$ cat config.mk
export PLATFORM = sky130hd
export DESIGN_NAME = mac_job_arbiter
export DESIGN_NICKNAME = d
export VERILOG_FILES = /design/src/rtl/mac_pkg.sv /design/src/rtl/mac_job_arbiter_rr.sv /design/src/rtl/mac_job_arbiter.sv
export SDC_FILE = /design/constraint.sdc
export NUM_CORES = 1
export LEC_CHECK = 0
export BUFFER_PORTS_ARGS = -buffer_cell sky130_fd_sc_hd__clkbuf_2
export CORE_AREA = 3 3 515 517
export DETAILED_ROUTE_END_ITERATION = 12
export DIE_AREA = 0 0 518 520
export GPL_ROUTABILITY_DRIVEN = 0
export PLACE_DENSITY = 0.3
export SLEW_MARGIN = 20
export SYNTH_ARGS = -nofsm -noshare
export SYNTH_HDL_FRONTEND = slang
export SYNTH_SLANG_ARGS = --single-unit
$ cat constraint.sdc
create_clock -name clk -period 1.7 [get_ports clk]
set_clock_uncertainty 0.05 [all_clocks]
set_input_delay 0.34 -clock clk [delete_from_list [all_inputs] [get_ports clk]]
set_output_delay 0.34 -clock clk [all_outputs]
set_load 0.02 [all_outputs]
$ cat src/rtl/mac_pkg.sv
// Shared types and default sizes for the MAC job arbiter slice.
package mac_pkg;

    typedef enum logic [2:0] {
        IDLE,
        LOAD,
        WAIT,
        READ,
        CAPT,
        RESP
    } state_t;

    localparam int unsigned DEF_NUM_REQ    = 2;
    localparam int unsigned DEF_DIM        = 4;
    localparam int unsigned DEF_DATA_WIDTH = 8;
    localparam int unsigned DEF_TIMEOUT    = 1024;

    function automatic int unsigned idx_width(input int unsigned n);
        return (n > 1) ? $clog2(n) : 1;
    endfunction

endpackage

$ cat src/rtl/mac_job_arbiter_rr.sv
// Round-robin pick: lowest requesting index at or above ptr, wrapping past NUM_REQ-1.
module rr_arbiter
    import mac_pkg::*;
#(
    parameter int unsigned NUM_REQ = DEF_NUM_REQ,
    parameter int unsigned ID_W    = 1
) (
    input  logic [NUM_REQ-1:0] req,
    input  logic [ID_W-1:0]    ptr,
    output logic               gnt_vld,
    output logic [ID_W-1:0]    gnt_idx
);

    logic [ID_W-1:0] idx;

    always_comb begin
        gnt_vld = 1'b0;
        gnt_idx = '0;
        idx     = '0;
        for (int unsigned off = 0; off < NUM_REQ; off++) begin
            idx = ID_W'((32'(ptr) + off) % NUM_REQ);
            if (!gnt_vld && req[idx]) begin
                gnt_vld = 1'b1;
                gnt_idx = idx;
            end
        end
    end

endmodule

$ cat src/rtl/mac_job_arbiter.sv
// Shares one mac_top among NUM_REQ requesters: arbitrate, load operands, wait,
// read back the product and hold it for the winner until accepted.
module mac_job_arbiter
    import mac_pkg::*;
#(
    parameter int unsigned NUM_REQ            = DEF_NUM_REQ,
    parameter int unsigned param_M            = DEF_DIM,
    parameter int unsigned param_K            = DEF_DIM,
    parameter int unsigned param_N            = DEF_DIM,
    parameter int unsigned DATA_WIDTH_INITIAL = DEF_DATA_WIDTH,
    parameter int unsigned DATA_WIDTH_FINAL   = 2 * DATA_WIDTH_INITIAL,
    parameter int unsigned TIMEOUT_CYCLES     = DEF_TIMEOUT,
    localparam int unsigned ID_W              = idx_width(NUM_REQ)
) (
    input  logic                                                            clk,
    input  logic                                                            rstn,
    input  logic [NUM_REQ-1:0]                                              req_val,
    output logic [NUM_REQ-1:0]                                              req_rdy,
    input  logic [NUM_REQ-1:0][param_M*param_K-1:0][DATA_WIDTH_INITIAL-1:0] req_a,
    input  logic [NUM_REQ-1:0][param_K*param_N-1:0][DATA_WIDTH_INITIAL-1:0] req_b,
    output logic [NUM_REQ-1:0]                                              resp_val,
    input  logic [NUM_REQ-1:0]                                              resp_rdy,
    output logic [param_M*param_N-1:0][DATA_WIDTH_FINAL-1:0]                resp_c,
    output logic                                                            m_h2b_val,
    input  logic                                                            m_h2b_rdy,
    input  logic                                                            m_b2h_val,
    output logic                                                            m_b2h_rdy,
    output logic                                                            m_ab_we,
    output logic                                                            m_c_re,
    output logic [param_M*param_K-1:0][DATA_WIDTH_INITIAL-1:0]              m_a,
    output logic [param_K*param_N-1:0][DATA_WIDTH_INITIAL-1:0]              m_b,
    input  logic [param_M*param_N-1:0][DATA_WIDTH_FINAL-1:0]                m_c,
    input  logic                                                            m_done,
    output logic [ID_W-1:0]                                                 grant_id,
    output logic                                                            busy,
    output logic                                                            err_timeout,
    output logic [15:0]                                                     job_cnt
);

    localparam int unsigned WD_W = $clog2(TIMEOUT_CYCLES + 1);

    state_t                                          state, state_nxt;
    logic [ID_W-1:0]                                 rr_ptr;
    logic                                            gnt_vld;
    logic [ID_W-1:0]                                 gnt_idx;
    logic [WD_W-1:0]                                 wdog;
    logic [param_M*param_N-1:0][DATA_WIDTH_FINAL-1:0] result;
    logic                                            unused_done;

    // Completion is taken from the b2h handshake; m_done is informational only.
    assign unused_done = m_done;

    rr_arbiter #(
        .NUM_REQ (NUM_REQ),
        .ID_W    (ID_W)
    ) u_rr (
        .req     (req_val),
        .ptr     (rr_ptr),
        .gnt_vld (gnt_vld),
        .gnt_idx (gnt_idx)
    );

    assign m_a  = req_a[grant_id];
    assign m_b  = req_b[grant_id];
    assign busy = (state != IDLE);

    always_ff @(posedge clk or negedge rstn) begin
        if (!rstn) state <= IDLE;
        else       state <= state_nxt;
    end

    always_comb begin
        state_nxt = state;
        m_h2b_val = 1'b0;
        m_ab_we   = 1'b0;
        m_b2h_rdy = 1'b0;
        m_c_re    = 1'b0;
        req_rdy   = '0;
        resp_val  = '0;
        resp_c    = '0;
        case (state)
            IDLE: if (gnt_vld) state_nxt = LOAD;
            LOAD: begin
                m_h2b_val = 1'b1;
                if (m_h2b_rdy) begin
                    m_ab_we           = 1'b1;
                    req_rdy[grant_id] = 1'b1;
                    state_nxt         = WAIT;
                end
            end
            WAIT: begin
                m_b2h_rdy = 1'b1;
                if (m_b2h_val) state_nxt = READ;
            end
            READ: begin
                m_c_re    = 1'b1;
                m_b2h_rdy = 1'b1;
                state_nxt = CAPT;
            end
            CAPT: begin
                m_b2h_rdy = 1'b1;
                state_nxt = RESP;
            end
            RESP: begin
                resp_val[grant_id] = 1'b1;
                resp_c             = result;
                if (resp_rdy[grant_id]) state_nxt = IDLE;
            end
            default: state_nxt = IDLE;
        endcase
    end

    always_ff @(posedge clk or negedge rstn) begin
        if (!rstn) begin
            grant_id    <= '0;
            rr_ptr      <= '0;
            wdog        <= '0;
            err_timeout <= 1'b0;
            result      <= '0;
            job_cnt     <= '0;
        end else begin
            if (state == IDLE && gnt_vld) grant_id <= gnt_idx;

            // Watchdog saturates at the limit so the flag cannot re-arm by wrapping.
            if (state == LOAD && m_h2b_rdy) begin
                wdog <= '0;
            end else if (state == WAIT && wdog != WD_W'(TIMEOUT_CYCLES)) begin
                wdog <= wdog + 1'b1;
            end
            if (state == WAIT && wdog == WD_W'(TIMEOUT_CYCLES - 1)) err_timeout <= 1'b1;

            if (state == CAPT) result <= m_c;

            if (state == RESP && resp_rdy[grant_id]) begin
                rr_ptr  <= (grant_id == ID_W'(NUM_REQ - 1)) ? '0 : grant_id + 1'b1;
                job_cnt <= job_cnt + 1'b1;
            end
        end
    end

endmodule

==> run_results.csv, run 1 <==
group,metric,value,unit
final_layout,layout_commonest_cell,"clkbuf_2",
grt,grt_max_degree,56,
final_layout,fill_cells,29900,
die,core-area,262000,µm²
outcome,status,"finished, violations left",
route,first_iter_violations,872,
sta,hold_viol,0,
clock_tree,clk_pin_slew,0.07,ns
yosys,synth_nets,2053,
outcome,violations,"negative setup slack",
route,wirelength,179000,µm
clock_tree,cts.htree.levels,2,
sta,min_period,2.59,ns
yosys,synth_compound_area_frac,0.00707,
die,start_util,0.0609,
route,viasPerCell,2.79,
route,wl_per_cell,27.6,µm
sta,finalSetupViolCount,793,
place,place_area,29800,µm²
route,first_pass_iters,4,
final_layout,layout_common_cells,"clkbuf_2, mux2_2, dfrtp_1",
pwr,power_density,1470,nW/µm²
sta,relSlewSlack,0.686,
worst_hold_path,hold_path.class,"in -> reg",
final_layout,nets,3712,
setup_path,worstPathCellList,"buf_16 > buf_6 > mux2_2 > clkbuf_2",
sta,hold_slack,0.123,ns
clock_tree,clk_path_buf_depth,3,
yosys,async_reset_ff_frac,1.00,
final_layout,drive_gt1_frac,0.762,
grt,grt_pass1_vias,18900,
pwr,power,51.9,mW
yosys,synth_flop_cell,"dfrtp_1",
die,rows,188,
yosys,yosysTopAreaCellShare,0.454,
final_layout,syn_to_final_growth,122,%
yosys,yosys.area_share.simple,0.131,
grt,gr-usage-all-layers,0.127,
die,io_pins,1316,
yosys,yosys.cell_types.count,45,
clock_tree,clk_latency,0.59,ns
setup_path,critPathRequiredTime,1.31,ns
route,ant_nets,0,
yosys,synth_fa_ha_area_frac,0.00236,
clock_tree,cts.sinks,289,
sta,drv_slew,0,
sta,worst_pin_slew,0.472,ns
yosys,ys_ff_latch,289,
yosys,postSynthAreaPerCell,12.5,µm²
setup_path,crit_slowest_cell,"dfrtp_4",
sta,clock.fmax,386,MHz
yosys,synth_area_leaders,"dfrtp_1, mux2_2, and2_1",
setup_path,cp_max_fo,14,
die,die_h,520,µm
setup_path,cp_top_family,"buffers and inverters",
yosys,synth_edf_count,0,
yosys,synthMuxAreaShare,0.364,
pwr,p_leak,15.8,nW
grt,overflow,0,
yosys,ys_seq_area_frac,0.454,
setup_path,crit_path_end_kind,"primary output",
yosys,synthesis.instances,1273,
yosys,synthXorXnorAreaFrac,0.0105,
yosys,synth_top_area_cell,"dfrtp_1",
place,place_ws,-0.341,ns
final_layout,seqCellArea,7240,µm²
final_layout,utilization,0.135,
sta,rsz0062_at_grt,"true",
yosys,synth_top_family_by_area,"multiplexers",
job,cap_violations,0,
final_layout,multi_input_area,8660,µm²
place,dp.final_hpwl,160000,µm
clock_tree,cts_tree,"yes",
setup_path,startpoint_type,"register",
route,drcViolationCount,0,
final_layout,design_area,35300,µm²
setup_path,slowest_delay,0.46,ns
sta,period_share,1.52,
yosys,syn_area,15900,µm²
grt,grt_pass1_wl,221000,µm
setup_path,cp.arrival,2.20,ns
setup_path,path_buf_inv,3,
clock_tree,cts_root_buf,"clkbuf_16",
place,portBuffers,1314,
grt,antenna_found_initial,131,
die,die-area,269000,µm²
route,vias,18100,
die,die_width,518,µm
setup_path,path_class,"reg -> out",
yosys,yosysWarnings,0,
clock_tree,cts_buffers,40,
sta,finalWorstSetupSlack,-0.887,ns
pwr,ir_drop,0.000682,V
-- metrics by stage --
stage / TNS (ns) / std cells
final: -452.05 / 6495
after global routing: -528.90 / 6478
after CTS: -512.67 / 6464
after detailed placement: -124.73 / 6114
after global placement: -117.90 / 6114
after floorplan: -3.15 / 1273
-- per-layer routing --
metal	routed length [µm]	share of wire	global-route usage
met1	77700	0.43	0.162
met2	76700	0.43	0.194
met3	21100	0.12	0.0656
met4	3290	0.018	0.0178
met5	340	0.0019	0
-- report_power, final --
group | switching [mW] | leakage [nW] | internal (mW)
sequential | 3.41 | 3.49 | 10.1
combinational | 15.7 | 11.7 | 13.7
clock | 3.61 | 0.647 | 5.36
total | 22.7 | 15.8 | 29.2
-- state kept, by name (all words and copies together), names as in the netlist --
signal / flops
wdog: 11
err_timeout: 1
job_cnt: 16
result: 256
rr_ptr: 1
grant_id: 1
state: 3
-- worst register-to-register path: stages (launching register included) --
cell and delay [ns]:
dfrtp_1 0.38, buf_4 0.15, nand2b_1 0.19, nor2_4 0.22, buf_12 0.23, buf_12 0.27, mux2_2 0.36
-- area by class of cell --
| class | instances | area share |
|---|---|---|
| inverter | 5 | 0.000531 |
| antenna | 22 | 0.00156 |
| tap | 3515 | 0.124 |
| clock buffer | 58 | 0.0331 |
| multi-input combinational | 890 | 0.245 |
| timing repair buffer | 1706 | 0.386 |
| sequential | 289 | 0.205 |
| clock inverter | 10 | 0.00460 |
-- path summary, 6_finish.rpt --
kind                                              start                 endpoint  slack (ns)  cells after the start
worst max-delay path               grant_id$_DFFE_PN0P_                  m_a[81]       -0.89                      4
worst min-delay path                          m_h2b_rdy     state[0]$_DFFE_PN0P_        0.12                      4
worst max register to register     state[1]$_DFFE_PN0P_   result[70]$_DFFE_PN0P_       -0.27                      6
worst min register to register  job_cnt[15]$_DFFE_PN0P_  job_cnt[15]$_DFFE_PN0P_        0.43                      1
max in group asynchronous                          rstn  err_timeout$_DFFE_PN0P_        0.73                      4
min in group asynchronous                          rstn    result[2]$_DFFE_PN0P_        0.18                      2
-- cells by family after synthesis --
group                      Yosys count
and+or+nand+nor                    335
AOI/OAI and AO/OA                   18
muxes                              515
DFF                                289
adders and majority gates            3
buffers and inverters               94
xor gates and xnor gates            19
-- cell usage after synthesis (4+ instances only) --
cell / n
a21oi_1: 7
xnor2_1: 14
and3_1: 4
buf_2: 41
nand4_1: 9
xor2_1: 5
nand2_1: 17
clkbuf_1: 27
and2_1: 261
o21ai_0: 4
dfrtp_1: 289
inv_1: 4
nand3_1: 9
buf_4: 21
mux2_2: 513
nor2_1: 8
-- what timing repair did --
action                                  CTS  global route
hold endpoints to repair                484             0
resized for setup                       225           176
buffers inserted                         12             2
pin swaps                                 5             6
hold buffers                            263             0
endpoints found under the setup margin  789           814
cloned                                    7            10
Note: power is estimated with default switching activity, not from simulation.
==> inputs of run 2 (changes only) <==
--- a/config.mk
+++ b/config.mk
@@ -5,13 +5,16 @@
 export SDC_FILE = /design/constraint.sdc
 export NUM_CORES = 1
 export LEC_CHECK = 0
+export ABC_AREA = 1
+export ABC_CLOCK_PERIOD_IN_PS = 1700
 export BUFFER_PORTS_ARGS = -buffer_cell sky130_fd_sc_hd__clkbuf_2
-export CORE_AREA = 3 3 515 517
+export CORE_AREA = 3 3 517 519
 export DETAILED_ROUTE_END_ITERATION = 12
-export DIE_AREA = 0 0 518 520
+export DIE_AREA = 0 0 520 522
 export GPL_ROUTABILITY_DRIVEN = 0
 export PLACE_DENSITY = 0.3
 export SLEW_MARGIN = 20
 export SYNTH_ARGS = -nofsm -noshare
 export SYNTH_HDL_FRONTEND = slang
 export SYNTH_SLANG_ARGS = --single-unit
+export TNS_END_PERCENT = 10
==> run 2 against run 1 <==
The flow still finishes with violations (negative setup slack). Design area decreased by 1.2%. Clock power decreased by 0.4%. Register-to-register slack improved by 0.06 ns. Sequential share of layout area increased by 0.25 points. Area after synthesis increased by 0.80%. Highest routed layer unchanged.
==> run_results.csv, run 2 <==
group,metric,value,unit
die,io_pins,1316,
yosys,syn_area,16000,µm²
place,place_area,29100,µm²
job,cap_violations,0,
route,viasPerCell,3.04,
clock_tree,cts.htree.levels,2,
place,dp.final_hpwl,161000,µm
route,drcViolationCount,0,
yosys,yosysTopAreaCellShare,0.451,
yosys,synth_area_leaders,"dfrtp_1, nand2_1, nor2_1",
grt,overflow,0,
final_layout,layout_commonest_cell,"clkbuf_2",
route,vias,23400,
grt,grt_pass1_wl,232000,µm
die,die_h,522,µm
clock_tree,cts_root_buf,"clkbuf_16",
yosys,postSynthAreaPerCell,6.51,µm²
yosys,synth_most_common_cell,"nand2_1",
clock_tree,clk_latency,0.62,ns
worst_hold_path,hold_path.class,"in -> reg",
final_layout,layout_common_cells,"clkbuf_2, nand2_1, nor2_1",
pwr,power,55.3,mW
die,start_util,0.0611,
clock_tree,clk_path_buf_depth,3,
yosys,synth_edf_count,0,
worst_hold_path,worstHoldEndpoint,"result[73]$_DFFE_PN0P_",
setup_path,cp.arrival,2.12,ns
route,first_pass_iters,8,
sta,drv_slew,0,
worst_hold_path,hold_depth,4,
yosys,synth_nets,3244,
final_layout,syn_to_final_growth,118,%
place,place_ws,-0.583,ns
final_layout,largest_register,"result",
yosys,yosysWarnings,0,
route,ant_nets,0,
grt,grt_max_degree,71,
yosys,ys_ff_latch,289,
outcome,status,"finished, violations left",
grt,busiest_layer,"met2",
die,core-area,263000,µm²
clock_tree,clk_pin_slew,0.06,ns
clock_tree,cts_tree,"yes",
yosys,synthesis.instances,2464,
sta,fin_setup_tns,-360.28,ns
yosys,synth_top_area_cell,"dfrtp_1",
final_layout,fill_cells,30800,
grt,grt_use_met3,0.0357,
pwr,ir_drop,0.00102,V
sta,worst_pin_slew,0.517,ns
clock_tree,cts.sinks,289,
clock_tree,cts_buffers,40,
final_layout,nets,4897,
setup_path,path_class,"reg -> out",
yosys,synth_common_cells,"nand2_1, nor2_1, dfrtp_1, inv_1, a21oi_1",
yosys,synth_flop_cell,"dfrtp_1",
pwr,p_leak,18.5,nW
pwr,power_density,1590,nW/µm²
sta,relSlewSlack,0.652,
setup_path,startpoint_type,"register",
setup_path,worstReg2RegEnd,"job_cnt[3]$_DFFE_PN0P_",
setup_path,cp_max_fo,7,
sta,hold_viol,0,
grt,met2_usage,0.223,
final_layout,top_regs,"result (256), job_cnt (16), wdog (11)",
grt,gr-usage-all-layers,0.127,
setup_path,crit_path_end_kind,"primary output",
sta,period_share,1.48,
grt,grt_pass1_vias,23800,
outcome,violations,"negative setup slack",
sta,min_period,2.51,ns
sta,finalSetupViolCount,679,
setup_path,r2r-start,"grant_id$_DFFE_PN0P_",
setup_path,critPathRequiredTime,1.31,ns
worst_hold_path,hold_start,"m_c[73]",
die,die-area,271000,µm²
route,first_iter_violations,1203,
setup_path,ff2ff_path_depth,9,
final_layout,drive_gt1_frac,0.418,
route,wl_per_cell,24.0,µm
die,die_width,520,µm
sta,finalWorstSetupSlack,-0.808,ns
place,portBuffers,1314,
die,rows,188,
route,wirelength,185000,µm
sta,rsz0062_at_grt,"true",
final_layout,design_area,34900,µm²
setup_path,rrSetupSlack,-0.21,ns
grt,antenna_found_initial,109,
sta,clock.fmax,399,MHz
final_layout,largest_reg_flops,256,
grt,grt_util_met1,0.143,
yosys,ys_seq_area_frac,0.451,
yosys,async_reset_ff_frac,1.00,
yosys,yosys.cell_types.count,27,
## run 2: cell count changes after synthesis, moves of 19 or more
cell / delta
a21oi_1: +253
and2_1: -261
buf_2: +53
buf_4: -19
inv_1: +281
mux2_2: -513
nand2_1: +838
nor2_1: +544
## run 2: critical path: stages, from the launching register on
cell and delay (ns):
dfrtp_4 0.52, buf_12 0.15, buf_16 0.15, buf_16 0.16, buf_6 0.14, nand2_1 0.07, nand2_2 0.10, buf_12 0.17
## run 2: layout make-up
type | count | area [µm²] | area share
repair inverters | 2 | 41.3 | 0.00118
clock inverters | 15 | 171 | 0.00491
flip-flops and latches | 289 | 7240 | 0.207
multi-input cells | 1742 | 7670 | 0.220
diodes | 34 | 85.1 | 0.00244
well taps | 3515 | 4400 | 0.126
inverters | 288 | 1110 | 0.0317
repair buffers | 1754 | 13000 | 0.373
clock buffers | 59 | 1170 | 0.0336
## run 2: through the flow
stage	utilization	cells	hold WS (ns)
finish	0.133	7698	0.0810
CTS	0.128	7641	0.0145
floorplan	-	2464	-0.00559
detailed placement	0.111	7313	0.230
global route	0.133	7687	0.0561
global placement	0.111	7313	0.226
## run 2: logic make-up (layout without fill, tap and decap cells)
logic type / after synthesis / after routing / synth area share
AND/OR/NAND/NOR: 1447 / 1447 / 0.343
buffers and inverters: 433 / 2118 / 0.109
flip-flops: 289 / 289 / 0.451
AO/OA/AOI/OAI: 281 / 281 / 0.0884
XOR/XNOR: 11 / 11 / 0.00600
adder cells (fa/ha/maj): 3 / 3 / 0.00234
other: 0 / 34 / 0
## run 2: where the power goes
group / internal (mW) / switching, mW / leakage, nW
Combinational: 12.7 / 22.7 / 14.5
Sequential: 10.0 / 0.941 / 3.28
Clock: 5.12 / 3.81 / 0.660
## run 2: how the worst max path moves through the flow
stage / from / slack [ns] / end
after floorplan: state[2]$_DFFE_PN0P_ / -0.06 / req_rdy[0]
after global placement: grant_id$_DFFE_PN0P_ / -0.58 / m_a[96]
after global routing: grant_id$_DFFE_PN0P_ / -0.90 / m_b[0]
final: grant_id$_DFFE_PN0P_ / -0.81 / m_b[0]
after CTS: grant_id$_DFFE_PN0P_ / -0.97 / m_b[30]
after detailed placement: grant_id$_DFFE_PN0P_ / -0.58 / m_a[95]
## run 2: layer usage
metal	wire, µm	up-vias	share of wire
li1	-	10700	-
met1	71200	11100	0.39
met2	89500	1210	0.48
met3	13600	326	0.073
met4	10500	10	0.057
met5	72	-	0.00039
## run 2: timing repair
action,4_1_cts,5_1_grt
endpoints found under the hold margin,540,0
buffers inserted,1,10
resized for setup,153,333
endpoints found under the setup margin,728,796
hold buffers,252,0
gates cloned,1,14
pin swaps,14,13
==> inputs of run 3 (changes only) <==
--- a/config.mk
+++ b/config.mk
@@ -8,11 +8,13 @@
 export ABC_AREA = 1
 export ABC_CLOCK_PERIOD_IN_PS = 1700
 export BUFFER_PORTS_ARGS = -buffer_cell sky130_fd_sc_hd__clkbuf_2
-export CORE_AREA = 3 3 517 519
+export CELL_PAD_IN_SITES_DETAIL_PLACEMENT = 0
+export CELL_PAD_IN_SITES_GLOBAL_PLACEMENT = 2
+export CORE_AREA = 3 3 513 515
 export DETAILED_ROUTE_END_ITERATION = 12
-export DIE_AREA = 0 0 520 522
+export DIE_AREA = 0 0 516 518
 export GPL_ROUTABILITY_DRIVEN = 0
-export PLACE_DENSITY = 0.3
+export PLACE_DENSITY = 0.43
 export SLEW_MARGIN = 20
 export SYNTH_ARGS = -nofsm -noshare
 export SYNTH_HDL_FRONTEND = slang
==> run 3 against run 2 <==
Utilization is 0.56 points higher. The run still ends with negative setup slack left. Maximum frequency hardly changed. Combinational power is 2% higher. Clock-buffer cell count is 8 higher. Non-clock buffer count is 45 higher. Global-route usage is 0.11 points lower. First-iteration DRC count is 10% lower.
==> run_results.csv, run 3 (synthesis results as in run 2) <==
group,metric,value,unit
job,cap_violations,0,
grt,antenna_found_initial,117,
clock_tree,cts_root_buf,"clkbuf_16",
final_layout,largest_reg_flops,256,
grt,gr-usage-all-layers,0.126,
worst_hold_path,hold_depth,3,
sta,finalSetupViolCount,748,
die,core-area,259000,µm²
clock_tree,clk_pin_slew,0.06,ns
clock_tree,cts_buffers,44,
setup_path,worstPathCellList,"inv_12 > buf_16 > buf_12 > nand2_1 > nand2_1 > clkbuf_2",
place,portBuffers,1314,
die,rows,187,
setup_path,cp.arrival,2.12,ns
final_layout,seqCellArea,7240,µm²
setup_path,path_class,"reg -> out",
grt,grt_pass1_wl,226000,µm
setup_path,path_buf_inv,4,
die,die_width,516,µm
setup_path,slowest_delay,0.55,ns
clock_tree,cts_tree,"yes",
final_layout,syn_to_final_growth,124,%
clock_tree,clk_path_buf_depth,3,
route,wl_met3,15400,µm
final_layout,multi_input_area,7930,µm²
final_layout,largest_register,"result",
place,place_area,28800,µm²
setup_path,cp_max_fo,14,
final_layout,utilization,0.139,
setup_path,crit_path_end_kind,"primary output",
worst_hold_path,hold_start,"m_c[75]",
die,start_util,0.0619,
route,vias,23000,
setup_path,r2r-start,"grant_id$_DFFE_PN0P_",
route,ant_nets,0,
setup_path,crit_slowest_cell,"dfrtp_4",
sta,clock.fmax,398,MHz
grt,grt_max_degree,89,
outcome,violations,"negative setup slack",
sta,relSlewSlack,0.716,
pwr,power_density,1580,nW/µm²
sta,hold_slack,0.0440,ns
final_layout,design_area,35900,µm²
grt,grt_pass1_vias,23700,
clock_tree,cts.sinks,289,
sta,worst_pin_slew,0.426,ns
die,io_pins,1316,
setup_path,cp_top_family,"buffers and inverters",
setup_path,cp_common_cell,"nand2_1",
sta,finalWorstSetupSlack,-0.810,ns
grt,overflow,0,
setup_path,critPathRequiredTime,1.31,ns
route,drcViolationCount,0,
clock_tree,clk_latency,0.61,ns
route,first_pass_iters,5,
worst_hold_path,hold_path.class,"in -> reg",
sta,period_share,1.48,
die,die-area,267000,µm²
final_layout,top_regs,"result (256), job_cnt (16), wdog (11)",
final_layout,nets,4944,
route,viasPerCell,3.01,
route,drt-met1-wl,61700,µm
final_layout,fill_cells,30300,
route,wl_met2,96600,µm
route,dr.max_layer_used,"met5",
sta,drv_slew,0,
final_layout,layout_commonest_cell,"clkbuf_2",
pwr,ir_drop,0.000570,V
sta,hold_viol,0,
clock_tree,cts.htree.levels,2,
route,wirelength,180000,µm
setup_path,ff2ff_path_depth,9,
place,dp.final_hpwl,155000,µm
pwr,p_leak,19.0,nW
sta,rsz0062_at_grt,"true",
worst_hold_path,worstHoldEndpoint,"result[75]$_DFFE_PN0P_",
die,die_h,518,µm
setup_path,worstReg2RegEnd,"job_cnt[7]$_DFFE_PN0P_",
route,first_iter_violations,1083,
setup_path,startpoint_type,"register",
outcome,status,"finished, violations left",
final_layout,drive_gt1_frac,0.432,
final_layout,layout_common_cells,"clkbuf_2, nand2_1, nor2_1",
sta,min_period,2.51,ns
setup_path,rrSetupSlack,-0.23,ns
route,wl_per_cell,23.5,µm
run 3: worst max-delay path by stage:
stage | startpoint | to | slack, ns | cells after the start
after floorplan | state[2]$_DFFE_PN0P_ | req_rdy[0] | -0.06 | 6
after global placement | grant_id$_DFFE_PN0P_ | m_b[108] | -0.46 | 7
after detailed placement | grant_id$_DFFE_PN0P_ | m_b[108] | -0.46 | 7
after CTS | grant_id$_DFFE_PN0P_ | m_b[101] | -0.92 | 7
after global routing | grant_id$_DFFE_PN0P_ | m_b[57] | -0.90 | 6
final | grant_id$_DFFE_PN0P_ | m_b[11] | -0.81 | 6
run 3: power by group:
group          switching, mW  internal (mW)  total (mW)
clock                   3.96           5.70        9.66
sequential             0.931           10.0        11.0
combinational           22.1           13.9        36.0
run 3: per-stage QoR:
step / instances / TNS [ns] / setup slack, ns / power (mW)
4_1_cts: 7575 / -454.57 / -0.916 / 55.1
2_1_floorplan: 2464 / -5.00 / -0.0552 / 25.5
6_report: 7629 / -378.37 / -0.810 / 56.7
3_3_place_gp: 7223 / -69.02 / -0.462 / 40.9
5_1_grt: 7623 / -467.33 / -0.904 / 60.7
3_5_place_dp: 7223 / -74.35 / -0.459 / 41.0
run 3: worst register-to-register path: cells and delay by family, from the launching register on:
family	cells	cell delay, ns
xor gates and xnor gates	1	0.13
and+or+nand+nor	5	0.66
buffers and inverters	3	0.43
DFF	1	0.55
run 3: timing repair:
item	CTS	global route
endpoints found under the setup margin	771	802
hold endpoints to repair	468	0
pin swaps	4	28
buffers inserted	16	11
cloned	12	14
hold buffers	247	0
resized for setup	307	457
run 3: cell type report:
class / count / area share
diodes: 31 / 0.00216
clock buffers: 67 / 0.0359
clock inverters: 11 / 0.00477
inverters: 288 / 0.0304
multi-input cells: 1742 / 0.221
flip-flops and latches: 289 / 0.201
well taps: 3402 / 0.118
repair buffers: 1799 / 0.386
run 3: metal layers:
metal	track usage	vias to the layer above
met4	0.0326	4
met5	0	-
met3	0.0447	291
met1	0.123	10800
met2	0.247	1064
li1	-	10800
